--- config.mk ---
export PLATFORM = sky130hd
export DESIGN_NAME = seg7_scan_ctrl
export DESIGN_NICKNAME = d
export VERILOG_FILES = /design/src/rtl/seg7_scan_ctrl.sv
export SDC_FILE = /design/constraint.sdc
export NUM_CORES = 1
export LEC_CHECK = 0
export CAP_MARGIN = 20
export CORE_MARGIN = 5
export CORE_UTILIZATION = 36
export CTS_CLUSTER_SIZE = 30
export DETAILED_ROUTE_END_ITERATION = 16
export HOLD_SLACK_MARGIN = 0.05
export PLACE_DENSITY = 0.55
export SLEW_MARGIN = 20
export SYNTH_ARGS = -nofsm -noshare
export SYNTH_HDL_FRONTEND = slang
export SYNTH_SLANG_ARGS = --single-unit
--- constraint.sdc ---
create_clock -name clk_sys -period 2.43 [get_ports clk_sys]
set_input_delay 0.6075 -clock clk_sys [delete_from_list [all_inputs] [get_ports clk_sys]]
set_output_delay 0.6075 -clock clk_sys [all_outputs]
set_load 0.02 [all_outputs]
--- src/rtl/seg7_scan_ctrl.sv ---
// rtl/seg7_scan_ctrl.sv - four-digit seven-segment scan scheduler with CPU-written registers
//
// Holds digit, dot and enable registers written over a simple write-only bus and
// time-multiplexes one seg7 decoder across the enabled digits, blanking the
// display for a dead time before each digit is lit.
//
// Ports:
//   clk_sys     system clock (single domain)
//   rst_n       synchronous active-low reset
//   BUS_ADDR    CPU write address
//   BUS_DATA    CPU write data
//   BUS_WE      write strobe, one write per asserted cycle
//   SEG_SELECT  digit index to the decoder
//   BIN         nibble to the decoder
//   DOT         decimal point to the decoder
//   BLANK       1 = all digits off
module seg7_scan_ctrl #(
    parameter int         SCAN_DIV    = 25000,
    parameter int         DEAD_CYCLES = 16,
    parameter logic [7:0] BASE_ADDR   = 8'hD0
) (
    input  logic       clk_sys,
    input  logic       rst_n,
    input  logic [7:0] BUS_ADDR,
    input  logic [7:0] BUS_DATA,
    input  logic       BUS_WE,
    output logic [1:0] SEG_SELECT,
    output logic [3:0] BIN,
    output logic       DOT,
    output logic       BLANK
);

    localparam int MAX_DWELL = (SCAN_DIV > DEAD_CYCLES) ? SCAN_DIV : DEAD_CYCLES;
    localparam int CW        = $clog2(MAX_DWELL + 1);

    // The counter holds the remaining cycles minus one; zero is the last cycle.
    localparam logic [CW-1:0] DEAD_LOAD = CW'(DEAD_CYCLES - 1);
    localparam logic [CW-1:0] SHOW_LOAD = CW'(SCAN_DIV - 1);

    localparam logic [7:0] ADDR_DIG01 = BASE_ADDR;
    localparam logic [7:0] ADDR_DIG23 = 8'(BASE_ADDR + 8'd1);
    localparam logic [7:0] ADDR_MASK  = 8'(BASE_ADDR + 8'd2);

    typedef enum logic [1:0] {
        ST_OFF  = 2'd0,
        ST_DEAD = 2'd1,
        ST_SHOW = 2'd2
    } state_t;

    logic [15:0]   digits_q;
    logic [3:0]    dot_mask_q;
    logic [3:0]    en_mask_q;

    state_t        state_q, state_d;
    logic [1:0]    cur_q, cur_d;
    logic [CW-1:0] cnt_q, cnt_d;

    logic [1:0]    sel_q;
    logic [3:0]    bin_q;
    logic          dot_q;
    logic          blank_q;

    // Cyclic search starting at from+1; offset 4 lands on 'from' itself, so a
    // lone enabled digit selects itself. Descending loop lets the nearest win.
    function automatic logic [1:0] next_en(input logic [1:0] from, input logic [3:0] mask);
        logic [1:0] idx;
        next_en = from;
        for (int k = 4; k >= 1; k--) begin
            idx = from + 2'(k);
            if (mask[idx]) begin
                next_en = idx;
            end
        end
    endfunction

    always_ff @(posedge clk_sys) begin
        if (!rst_n) begin
            digits_q   <= 16'h0000;
            dot_mask_q <= 4'h0;
            en_mask_q  <= 4'hF;
        end else if (BUS_WE) begin
            case (BUS_ADDR)
                ADDR_DIG01: digits_q[7:0]  <= BUS_DATA;
                ADDR_DIG23: digits_q[15:8] <= BUS_DATA;
                ADDR_MASK: begin
                    dot_mask_q <= BUS_DATA[3:0];
                    en_mask_q  <= BUS_DATA[7:4];
                end
                default: ;
            endcase
        end
    end

    // The FSM reads the registered masks, so a write on this edge only
    // influences decisions from the following edge.
    always_comb begin
        state_d = state_q;
        cur_d   = cur_q;
        cnt_d   = cnt_q;
        case (state_q)
            ST_OFF: begin
                if (en_mask_q != 4'h0) begin
                    cur_d   = next_en(2'd3, en_mask_q);
                    state_d = ST_DEAD;
                    cnt_d   = DEAD_LOAD;
                end
            end
            ST_DEAD, ST_SHOW: begin
                if (en_mask_q == 4'h0) begin
                    state_d = ST_OFF;
                    cnt_d   = '0;
                end else if (!en_mask_q[cur_q]) begin
                    cur_d   = next_en(cur_q, en_mask_q);
                    state_d = ST_DEAD;
                    cnt_d   = DEAD_LOAD;
                end else if (cnt_q == '0) begin
                    if (state_q == ST_DEAD) begin
                        state_d = ST_SHOW;
                        cnt_d   = SHOW_LOAD;
                    end else begin
                        cur_d   = next_en(cur_q, en_mask_q);
                        state_d = ST_DEAD;
                        cnt_d   = DEAD_LOAD;
                    end
                end else begin
                    cnt_d = cnt_q - CW'(1);
                end
            end
            default: begin
                state_d = ST_OFF;
                cnt_d   = '0;
            end
        endcase
    end

    // Outputs are registered from the next-state values so they line up with
    // the state the FSM is entering.
    always_ff @(posedge clk_sys) begin
        if (!rst_n) begin
            state_q <= ST_OFF;
            cur_q   <= 2'd0;
            cnt_q   <= '0;
            sel_q   <= 2'd0;
            bin_q   <= 4'h0;
            dot_q   <= 1'b0;
            blank_q <= 1'b1;
        end else begin
            state_q <= state_d;
            cur_q   <= cur_d;
            cnt_q   <= cnt_d;
            sel_q   <= cur_d;
            blank_q <= (state_d != ST_SHOW);
            if (state_d == ST_OFF) begin
                bin_q <= 4'h0;
                dot_q <= 1'b0;
            end else begin
                bin_q <= digits_q[{cur_d, 2'b00} +: 4];
                dot_q <= dot_mask_q[cur_d];
            end
        end
    end

    assign SEG_SELECT = sel_q;
    assign BIN        = bin_q;
    assign DOT        = dot_q;
    assign BLANK      = blank_q;

endmodule
# Word-level counts from Yosys, hierarchy flattened
# Index checks and enable logic that the tools add are counted.
# Widths: inputs -> output; s select.
# totals
regBits,49
inputBits,19
out_inout_bits,8
wordCells,72
# op_classes
n_addsub,4
order_cmp,5
n_eq_ne,7
n_shift,1
muxes,34
bitwise_logic,1
reduce_logical,10
# op_table
operator,count
$mux 15,5
$mux 2,15
$pmux 15 s2,1
$eq 8x8->1 const B,3
$shiftx 16x5->4,1
$logic_not 15->1,1
$lt 2x3->1 const B,5
$sub 15x1->15 const B,1
$bmux 1 s2,5
$pmux 2 s2,2
$mux 1,6
$reduce_and 2->1,3
$add 2x2->2 const B,2
$logic_not 2->1,2
$logic_not 4->1,1
$ne 2x2->1 const B,2
$reduce_bool 4->1,1
$reduce_or 2->1,2
$add 2x1->2 const B,1
$eq 2x1->1 const B,1
$eq 2x2->1 const B,1
$not 1->1,1

# Logic depth before layout (Yosys ltp)
# logic_depth
ltp_word,13
ltp_mapped,9
depth_no_buf,8

# Worst setup path after synthesis
# Ideal clock, no wire load.
# synth_path
path_kind,reg-to-reg
startpoint,"reg, netlist name SEG_SELECT[0]"
endpoint,"reg bin_q[2], in the netlist BIN[2]"
setup_time_ns,0.130
t_arrival_ns,2.158
t_required_ns,2.300
setup_slack_ns,0.143
stages_incl_launch_ff,8
n_path_buf,2
period_less_slack_ns,2.287
path_cell_list,dfxtp_1 buf_2 mux4_2 and2_1 o221a_1 buf_6 a221oi_1 a211oi_2
# synth_rtl
element,line_no,text
to (signal assigned),157,"bin_q <= digits_q[{cur_d, 2'b00} +: 4];"
to (decl),59,logic [3:0] bin_q;

# Final worst setup path
# layout_path
startpoint,reg cnt_q[7]
endpoint,"reg dot_q, in the netlist DOT"
# layout_between
elab_chain_len,7
word_cells_on_any_way,13
cone_classes,10 x mux; 3 x reduce/logical
# layout_lines
element,line_no,text
from (decl),56,"logic [CW-1:0] cnt_q, cnt_d;"
from (signal assigned),150,cnt_q <= cnt_d;
$logic_not 15->1 (*),116,end else if (cnt_q == '0) begin
$mux 2,116,
$mux 2,112,end else if (!en_mask_q[cur_q]) begin
$mux 2,109,if (en_mask_q == 4'h0) begin
$pmux 2 s2,100,case (state_q)
$bmux 1 s2 / $logic_not 2->1 (equally long branches),"158, 153",
$mux 1 (implied by the code) / $reduce_or 2->1 (equally long branches),n/a,
to (signal assigned),158,dot_q <= dot_mask_q[cur_d];
to (decl),60,logic dot_q;
# Mark *: on every way between the ends. The rest lies on a longest branch, timed or not. The select of a mux whose other input is x is not followed.
# A chain may end at the register's enable or synchronous reset.

==> key figures <==
Timing
  – Max Fclk: roughly 430 MHz
  – RSZ-0062 raised after global routing: true
  – # setup viols final: 0
  – Least-Margin Pin Slew: ~0.75 ns
  – Post-route clock period utilization: 95.1%
  – Hold Vio Cnt, Final: 0
  – Slew HR: 49.1%
  – Final Skew: approximately 0.012 ns
  – Final hold slack: 0.460 ns
  – Final Max Slew Viols: 0
  – Minimum clock period: about 2.3 ns

Clocking
  – Num CTS Buffers: 5
  – Clk_lat worst skew: 0.31 ns
  – CTS tree: built
  – CTS H-tree depth: 2
  – Clk root buf: clkbuf_8
  – Clock slew at reported path FFs: 0.10 ns
  – Clk sinks: 49
  – Clock Tree Buf Depth: 2

Synthesis
  – Top FF cell, synth: dfxtp_1
  – Mapped Cells: 335
  – Distinct cells, synth: between 60 and 70
  – Syn. warnings: 0
  – Synthesized flop and latch total: 49
  – Most frequent cells after synthesis: dfxtp_1 (49), nand2_1 (48), nor2_1 (37), a21oi_1 (25), nor3_1 (17)
  – Seq/Total Area, Yosys: 35.3%
  – Top-count cell post-synth: dfxtp_1
  – Synth top area share: about 35%
  – Synthesized cell area: around 0.0028 mm²
  – Post-synth net total: 359
  – Biggest area consumer among synthesized cells: dfxtp_1
  – Post-synthesis area per instance: 8.28 µm²
  – Post-synth EDFFs: 0
  – Top post-synthesis cells by area: dfxtp_1 (35%), nand2_1 (6.5%), mux2i_1 (5.8%)
  – Ys async rst share: 0%

Routing
  – Final ANT Viol Nets: 0
  – Routed len/inst: ~15 µm
  – DRC: 0
  – DRT Wirelength: roughly 7500 µm
  – DR iter-0 viols: ~140
  – Via count: 2632
  – DRT Pass-1 Iters: 4
  – Vias per cell: 5.32

Flow run
  – Max Cap Viol: 0

Global route
  – Vias in the first global route: around 2500
  – First-pass GRT wire length: 12200 µm
  – Initial antenna violation count: 0
  – Met3 usage: 3.43%
  – Met1 Use GR: 21.5%
  – Grt peak-use layer: met2
  – Largest net degree at the start of global routing: 35
  – Remaining Overflow, GRT: 0
  – Global-route usage over all layers: 15.6%
  – GR Layer Usage met2: between 20% and 30%

Cells and area
  – Area Growth Syn to Fin: 27.9%
  – Layout Nets: ~420
  – Final std cells w/o fill: 495
  – Final core utilization: 46.6%
  – Fraction of layout cells with a size suffix above 1: 19.1%
  – Number of diodes: 0

Floorplanning
  – Initial core utilization: 36.5%
  – I/O pin count: 27
  – Die height: 97.8 µm
  – Cell Rows: 32
  – Core footprint: 0.00761 mm²
  – Die W: between 90 and 100 µm
  – DIE AREA: between 0.009 and 0.01 mm²

Pwr
  – Leak Pwr: around 1.4 nW
  – Total power: 0.00231 W
  – Power per cell area: between 600 and 700 mW/mm²
  – Max IR drop VDD: 285 µV

Setup path
  – CP Capture Type: register
  – CP max FO: 6
  – CP Class: register to register
  – CP Data Arrival Time: ~2.5 ns
  – Critical Path RT: about 2.6 ns
  – Setup crit start kind: register

Min path
  – Hold Path Class: register to register

Place
  – I/O Buffers: 26
  – HPWL after DPL: 5520 µm
  – DP Cell Count: between 400 and 500
  – Final Wtd Congestion: between 0.7 and 0.8

Status
  – Outcome: finished clean
-- registers in the layout, indices dropped and copies added, names as in the netlist --
register	count
BIN	4
BLANK	1
DOT	1
SEG_SELECT	2
cnt_q	15
digits_q	16
dot_mask_q	4
en_mask_q	4
state_q	2
-- cell families after synthesis --
group / share of synthesized area (%)
multiplexers: 6.99
AO/OA/AOI/OAI: 23.8
buffers and inverters: 4.64
AND/OR/NAND/NOR: 25.1
XOR/XNOR: 1.89
adder cells (fa/ha/maj): 2.25
flip-flops: 35.3
-- timing repair --
action | CTS | global route
buffers inserted | 0 | 3
pin swaps | 0 | 4
setup endpoints to repair | 1 | 5
hold buffers | 0 | 0
gates resized for setup | 1 | 11
-- metrics by stage --
step | cell area [µm²] | setup WS, ns | setup TNS (ns)
CTS | 3460 | 0.0495 | 0
global route | 3550 | -0.00547 | -0.00547
finish | 3550 | 0.119 | 0
detailed placement | 3360 | -0.0388 | -0.118
global placement | 3360 | -0.00175 | -0.00175
floorplan | 2780 | 0.143 | 0
-- report_power, final --
group	internal, W	switching (W)	leakage (nW)
clock	0.000208	0.000301	0.0447
combinational	0.000416	0.000485	0.957
sequential	0.000853	0.0000509	0.397
-- cell usage in the layout, fill, tap and decap left out, types with 3 or more instances in the layout --
cell / synthesis / routed
a211oi_1: 6 / 3
a211oi_2: 1 / 4
a21oi_1: 25 / 25
a221oi_1: 5 / 5
a22oi_1: 3 / 3
a41oi_1: 5 / 4
buf_4: 3 / 41
clkbuf_8: 0 / 5
clkdlybuf4s50_1: 0 / 26
dfxtp_1: 49 / 49
ha_1: 5 / 5
inv_1: 9 / 9
mux2i_1: 16 / 16
nand2_1: 48 / 48
nand3_1: 6 / 6
nor2_1: 37 / 37
nor3_1: 17 / 17
nor3b_1: 4 / 4
o211a_1: 6 / 6
o211ai_1: 5 / 5
o21ai_0: 12 / 12
o22ai_1: 3 / 3
or4_1: 3 / 3
xnor2_1: 4 / 4
-- worst max-delay path: stages, from the launching register on --
cell	delay [ns]
dfxtp_1	0.38
or4_1	0.59
or3_4	0.40
nor2_2	0.15
o221ai_1	0.18
o21ai_2	0.38
a211oi_2	0.11
-- per-layer routing --
layer	part of all wire, %	vias up
li1	-	1344
met1	50	1232
met2	45	50
met3	3.8	6
met4	0.80	0
met5	0	-
-- path summary, 6_finish.rpt --
kind                       startpoint                        to  slack (ns)  cells after the start
max reg2reg     cnt_q[7]$_SDFFE_PN0P_            DOT$_SDFF_PP0_        0.12                      6
min          digits_q[1]$_SDFFE_PN0P_  digits_q[1]$_SDFFE_PN0P_        0.46                      2
max             cnt_q[7]$_SDFFE_PN0P_            DOT$_SDFF_PP0_        0.12                      6
min reg2reg  digits_q[1]$_SDFFE_PN0P_  digits_q[1]$_SDFFE_PN0P_        0.46                      2
-- layout make-up --
type                            count  area (µm²)
Sequential cell                    49         981
Multi-Input combinational cell    258        1730
Fill cell                         772        4060
Inverter                           10        37.5
Tap cell                          102         128
Clock inverter                      3        25.0
Timing Repair Buffer               68         579
Clock buffer                        5        68.8
Note: power is estimated with default switching activity, not from simulation.
